==> config.mk <==
export PLATFORM = sky130hd
export DESIGN_NAME = spread_frame_ctrl
export DESIGN_NICKNAME = d
export VERILOG_FILES = /design/src/rtl/spread_frame_ctrl.sv
export SDC_FILE = /design/constraint.sdc
export NUM_CORES = 1
export LEC_CHECK = 0
export BUFFER_PORTS_ARGS = -buffer_cell sky130_fd_sc_hd__clkbuf_2
export CORE_MARGIN = 4
export CORE_UTILIZATION = 25
export DETAILED_ROUTE_END_ITERATION = 16
export GPL_ROUTABILITY_DRIVEN = 0
export GPL_TIMING_DRIVEN = 1
export PLACE_DENSITY = 0.47
export SLEW_MARGIN = 20
export SYNTH_ARGS = -nofsm -noshare
export SYNTH_HDL_FRONTEND = slang
export SYNTH_SLANG_ARGS = --single-unit
export TNS_END_PERCENT = 10
==> constraint.sdc <==
create_clock -name i_clk -period 2.1 [get_ports i_clk]
set_input_delay 0.42 -clock i_clk [delete_from_list [all_inputs] [get_ports i_clk]]
set_output_delay 0.42 -clock i_clk [all_outputs]
set_load 0.01 [all_outputs]
==> src/rtl/spread_frame_ctrl.sv <==
`timescale 1ns/1ps
// spread_frame_ctrl: frame sequencer in front of the DSSS spreader.
// On start it sends a fixed preamble (MSB first), then len_q payload bits
// passed through from upstream. It then waits SPREAD cycles for the last bit's
// chips to drain and pulses o_done for one cycle.
// Ports:
//   i_clk, i_reset         clock, asynchronous active-high reset
//   i_start, i_len         frame request and payload bit count (IDLE only)
//   i_abort                abandon current frame (PRE/PAY/DRAIN)
//   o_busy, o_done         status: busy outside IDLE, one-cycle done pulse
//   i_pay_data/valid,
//   o_pay_ready            upstream payload bit handshake
//   o_spr_data/valid,
//   i_spr_ready            spreader input handshake
module spread_frame_ctrl #(
  parameter int unsigned SPREAD       = 24,
  parameter int unsigned PREAMBLE_LEN = 16,
  parameter logic [31:0] PREAMBLE     = 32'h0000_A5F0,
  parameter int unsigned LEN_W        = 12
) (
  input  logic             i_clk,
  input  logic             i_reset,
  input  logic             i_start,
  input  logic [LEN_W-1:0] i_len,
  input  logic             i_abort,
  output logic             o_busy,
  output logic             o_done,
  input  logic             i_pay_data,
  input  logic             i_pay_valid,
  output logic             o_pay_ready,
  output logic             o_spr_data,
  output logic             o_spr_valid,
  input  logic             i_spr_ready
);

  localparam int unsigned PRE_CW = (PREAMBLE_LEN > 1) ? $clog2(PREAMBLE_LEN) : 1;
  localparam int unsigned CNT_W  = (LEN_W > PRE_CW) ? LEN_W : PRE_CW;
  localparam int unsigned DRN_W  = (SPREAD > 0) ? $clog2(SPREAD + 1) : 1;
  localparam int unsigned IDX_W  = 5;

  localparam logic [CNT_W-1:0] PRE_LAST = CNT_W'(PREAMBLE_LEN - 1);
  localparam logic [DRN_W-1:0] DRN_LAST = DRN_W'(SPREAD - 1);

  typedef enum logic [2:0] {
    ST_IDLE  = 3'd0,
    ST_PRE   = 3'd1,
    ST_PAY   = 3'd2,
    ST_DRAIN = 3'd3,
    ST_DONE  = 3'd4
  } state_t;

  state_t            state_q;
  logic [LEN_W-1:0]  len_q;
  logic [CNT_W-1:0]  bit_cnt_q;
  logic [DRN_W-1:0]  drn_cnt_q;
  logic              busy_q;
  logic              done_q;

  logic              spr_xfer;
  logic [CNT_W-1:0]  pay_last;
  logic [IDX_W-1:0]  pre_idx;

  assign spr_xfer = o_spr_valid & i_spr_ready;
  // len_q is never zero while in PAY, so the subtraction cannot underflow there.
  assign pay_last = CNT_W'(len_q) - CNT_W'(1);
  assign pre_idx  = IDX_W'(PREAMBLE_LEN - 1) - IDX_W'(bit_cnt_q);

  assign o_busy = busy_q;
  assign o_done = done_q;

  // Spreader/upstream handshake decode; PAY is a pure pass-through.
  always_comb begin
    o_spr_valid = 1'b0;
    o_spr_data  = 1'b0;
    o_pay_ready = 1'b0;
    case (state_q)
      ST_PRE: begin
        o_spr_valid = 1'b1;
        o_spr_data  = PREAMBLE[pre_idx];
      end
      ST_PAY: begin
        o_spr_valid = i_pay_valid;
        o_spr_data  = i_pay_data;
        o_pay_ready = i_spr_ready;
      end
      default: begin
        o_spr_valid = 1'b0;
        o_spr_data  = 1'b0;
        o_pay_ready = 1'b0;
      end
    endcase
  end

  // Frame sequencer: state, counters and registered status outputs.
  always_ff @(posedge i_clk or posedge i_reset) begin
    if (i_reset) begin
      state_q   <= ST_IDLE;
      len_q     <= '0;
      bit_cnt_q <= '0;
      drn_cnt_q <= '0;
      busy_q    <= 1'b0;
      done_q    <= 1'b0;
    end else begin
      done_q <= 1'b0;
      case (state_q)
        ST_IDLE: begin
          if (i_start) begin
            state_q   <= ST_PRE;
            len_q     <= i_len;
            bit_cnt_q <= '0;
            drn_cnt_q <= '0;
            busy_q    <= 1'b1;
          end
        end
        ST_PRE: begin
          if (i_abort) begin
            state_q   <= ST_IDLE;
            bit_cnt_q <= '0;
            busy_q    <= 1'b0;
          end else if (spr_xfer) begin
            if (bit_cnt_q == PRE_LAST) begin
              bit_cnt_q <= '0;
              state_q   <= (len_q != '0) ? ST_PAY : ST_DRAIN;
            end else begin
              bit_cnt_q <= bit_cnt_q + CNT_W'(1);
            end
          end
        end
        ST_PAY: begin
          if (i_abort) begin
            state_q   <= ST_IDLE;
            bit_cnt_q <= '0;
            busy_q    <= 1'b0;
          end else if (spr_xfer) begin
            if (bit_cnt_q == pay_last) begin
              bit_cnt_q <= '0;
              state_q   <= ST_DRAIN;
            end else begin
              bit_cnt_q <= bit_cnt_q + CNT_W'(1);
            end
          end
        end
        ST_DRAIN: begin
          // Counts the SPREAD cycles following the last transfer.
          if (i_abort) begin
            state_q   <= ST_IDLE;
            drn_cnt_q <= '0;
            busy_q    <= 1'b0;
          end else if (drn_cnt_q == DRN_LAST) begin
            state_q   <= ST_DONE;
            drn_cnt_q <= '0;
            done_q    <= 1'b1;
          end else begin
            drn_cnt_q <= drn_cnt_q + DRN_W'(1);
          end
        end
        ST_DONE: begin
          state_q <= ST_IDLE;
          busy_q  <= 1'b0;
        end
        default: begin
          state_q <= ST_IDLE;
          busy_q  <= 1'b0;
        end
      endcase
    end
  end

endmodule

==> qor.txt <==
Vias in the first global route -> 2081
CP Cell Sequence -> buf_4, xor2_1, a211o_1, a21o_1, a211oi_4, a31oi_4, buf_4, o211ai_1, o211ai_2
Drt pass-1 iters -> 6
Worst setup SP type -> register
Root buf cell -> clkbuf_8
# IOs -> 24
Wire length of the first global-routing pass -> 10200 um
Power per cell area -> 1070 nW/um2
P_sw -> 1.28 mW
Row count -> 34
Overflow after GRT -> 0
Area Overhead vs Synth -> 29.3%
Maximum VDD drop -> 0.552 mV
Logic pwr share -> 0.550
Total global-route track usage -> 0.115
Critical path arrival -> 2.35 ns
Slowest stage delay, CP -> 0.41 ns
Largest net degree at the start of global routing -> 35
PnR worst setup slack -> -0.0803 ns
Sequential power share -> 0.306
Setup violations, final -> 10
Most common cell after layout, fill and taps aside -> buf_4
Syn. warnings -> 0
Layout cell share with drive strength beyond 1 -> 0.307
Flops & latches, synth -> 34
Internal power -> 1.91 mW
Die area -> 10800 um2
Post-route ant nets -> 0
Detailed placer's ending HPWL -> 4590 um
Met2 routed WL -> 2660 um
Count of input and output buffers -> 23
Leak -> 1.27 nW
Crit-path max FO -> 5
Post-DR wirelength/cell -> 14.1 um
CTS tree -> done
Later-pin clock latency in the skew report -> 0.29 ns
Cts hold-fix bufs -> 0
Cell area after synthesis -> 2300 um2
Post-synth ARST share -> 1.00
Number of max-cap violations -> 0
FMAX -> 459 MHz
Antenna violations before repair -> 0
Commonest non-fill, non-tap cells in the layout -> buf_4, nand2_1, dfrtp_1
Worst path slowest cell -> dfrtp_1
Tcrit/Tclk final -> 1.04
CTS Sinks -> 34
Cell count after placement -> 426
Met1 WL -> 3120 um
Fin crit period -> 2.18 ns
Nets -> 348
Fin. max-slew vios -> 0
Initial Util -> 0.260
Vias -> 2150
ANT cells -> 0
EDFF count, synth -> 0
Remaining DRCs -> 0
Synth unique cells -> 55
Clock Power Share -> 0.144
Post-synth net total -> 289
R2R cell count -> 9
Switching fraction of total power -> 0.401
Worst-path clk slew -> 0.07 ns
Die width -> 104 um
DR WL met3 -> 282 um
Non-Filler Instances -> 434
Top sig layer -> met4
Class of the most critical hold timing path -> input port to async pin
Routed vias/inst -> 4.95
Inserted Clock Buffers -> 5
Clock Skew -> 0.00822 ns
Drt total wl -> 6140 um
Hold slack final -> 0.222 ns
Violated checks -> setup timing
Initial drt markers -> 105
Register area share after synthesis -> 0.369
Core outline area -> 8850 um2
Status -> finished with violations
Unrepaired setup endpoints after global routing -> true
Syn Area/Cell -> 8.63 um2
Post-CTS setup buffer count -> 0
Slew @ Worst Pin -> 0.468 ns
CTS H-tree depth -> 2
Final hold viol count -> 0
Mapped Cells -> 267
Top_reg_cell synth -> dfrtp_1
CP Class -> register to register
Most used cell, CP -> buf_4
CP required -> 2.27 ns
Die height -> 104 um
Slew headroom -> 0.688
Worst Setup End Kind -> register
CTS Buffer Depth -> 2
==> what timing repair did <==
| item | in CTS | in global routing |
|---|---|---|
| cloned | 1 | 0 |
| setup endpoints to repair | 14 | 14 |
| endpoints found under the hold margin | 0 | 0 |
| pin swaps | 3 | 1 |
| resized for setup | 8 | 7 |
==> state kept, by name (all words and copies together) (netlist names) <==
signal and count:
bit_cnt_q 12, drn_cnt_q 5, len_q 12, o_busy 1, o_done 1, state_q 3
==> cell type report <==
class	instances	area, um2
inverters	6	22.5
well taps	108	135
multi-input cells	214	1450
repair buffers	65	444
flip-flops and latches	34	851
fillers	941	5870
clock buffers	7	76.3
==> metrics by stage <==
stage	area (um2)	setup TNS [ns]	worst slack (ns)	total power, mW	utilization
2_1_floorplan	2320	0	0.00899	1.99	-
3_3_place_gp	2830	-0.601	-0.0803	2.62	0.320
3_5_place_dp	2830	-0.995	-0.120	2.64	0.320
4_1_cts	2950	-0.625	-0.0864	3.20	0.333
5_1_grt	2980	-2.24	-0.194	3.46	0.337
6_report	2980	-0.309	-0.0803	3.18	0.337
==> cell families (layout without fill, tap and decap cells) <==
logic type                 count (synthesis)  count (layout)  share of synthesized area
buffers and inverters                     19              78                     0.0337
and+or+nand+nor                          114             114                      0.261
adders and majority gates                  3               3                     0.0163
DFF                                       34              34                      0.369
AOI/OAI and AO/OA                         72              72                      0.214
muxes                                     10              10                     0.0489
xor gates and xnor gates                  15              15                     0.0570
==> power by group through the flow <==
stage | combinational, mW | clock (mW) | sequential [mW]
detailed placement | 1.66 | 0 | 0.972
finish | 1.75 | 0.459 | 0.973
global route | 1.94 | 0.506 | 1.01
floorplan | 1.01 | 0 | 0.982
CTS | 1.74 | 0.481 | 0.974
global placement | 1.65 | 0 | 0.970
==> per-layer routing <==
layer	vias to the layer above	track usage
li1	1084	-
met1	1006	0.167
met2	55	0.169
met3	5	0.0192
met4	0	0.0446
met5	-	0
==> synthesized netlist by cell type (all sizes together), types with 3 or more instances <==
cell / instances / area, um2
nor4: 3 / 25.0
xnor2: 7 / 61.3
ha: 3 / 37.5
o21ai: 25 / 136
nor2b: 4 / 25.0
o2bb2ai: 5 / 43.8
a31oi: 9 / 71.3
or2: 5 / 31.3
clkbuf: 9 / 33.8
and3: 4 / 25.0
a21oi: 10 / 50.1
nor2: 17 / 63.8
inv: 6 / 22.5
dfrtp: 34 / 851
xor2: 8 / 70.1
nand2b: 10 / 62.6
nand4: 5 / 31.3
nor3: 6 / 30.0
nor3b: 3 / 22.5
and2: 4 / 25.0
nand2: 34 / 128
o211ai: 3 / 32.5
nand3: 9 / 45.0
mux2: 10 / 113
buf: 4 / 21.3
==> worst paths after layout <==
| check | startpoint | to | slack, ns |
|---|---|---|---|
| max in group asynchronous | i_reset | bit_cnt_q[7]$_DFFE_PP0P_ | 1.56 |
| min in group i_clk | i_len[9] | len_q[9]$_DFFE_PP0P_ | 0.34 |
| setup / recovery | len_q[3]$_DFFE_PP0P_ | bit_cnt_q[11]$_DFFE_PP0P_ | -0.08 |
| hold / removal | i_reset | bit_cnt_q[0]$_DFFE_PP0P_ | 0.22 |
| setup reg to reg | len_q[3]$_DFFE_PP0P_ | bit_cnt_q[11]$_DFFE_PP0P_ | -0.08 |
| hold reg to reg | drn_cnt_q[4]$_DFFE_PP0P_ | drn_cnt_q[4]$_DFFE_PP0P_ | 0.49 |
==> critical path, delay by kind of cell, from the launching register on <==
family / cells / cell delay [ns]
compound gates: 6 / 1.17
flops: 1 / 0.41
buf+inv: 2 / 0.34
xor+xnor: 1 / 0.15
(Power assumes the default switching activity.)
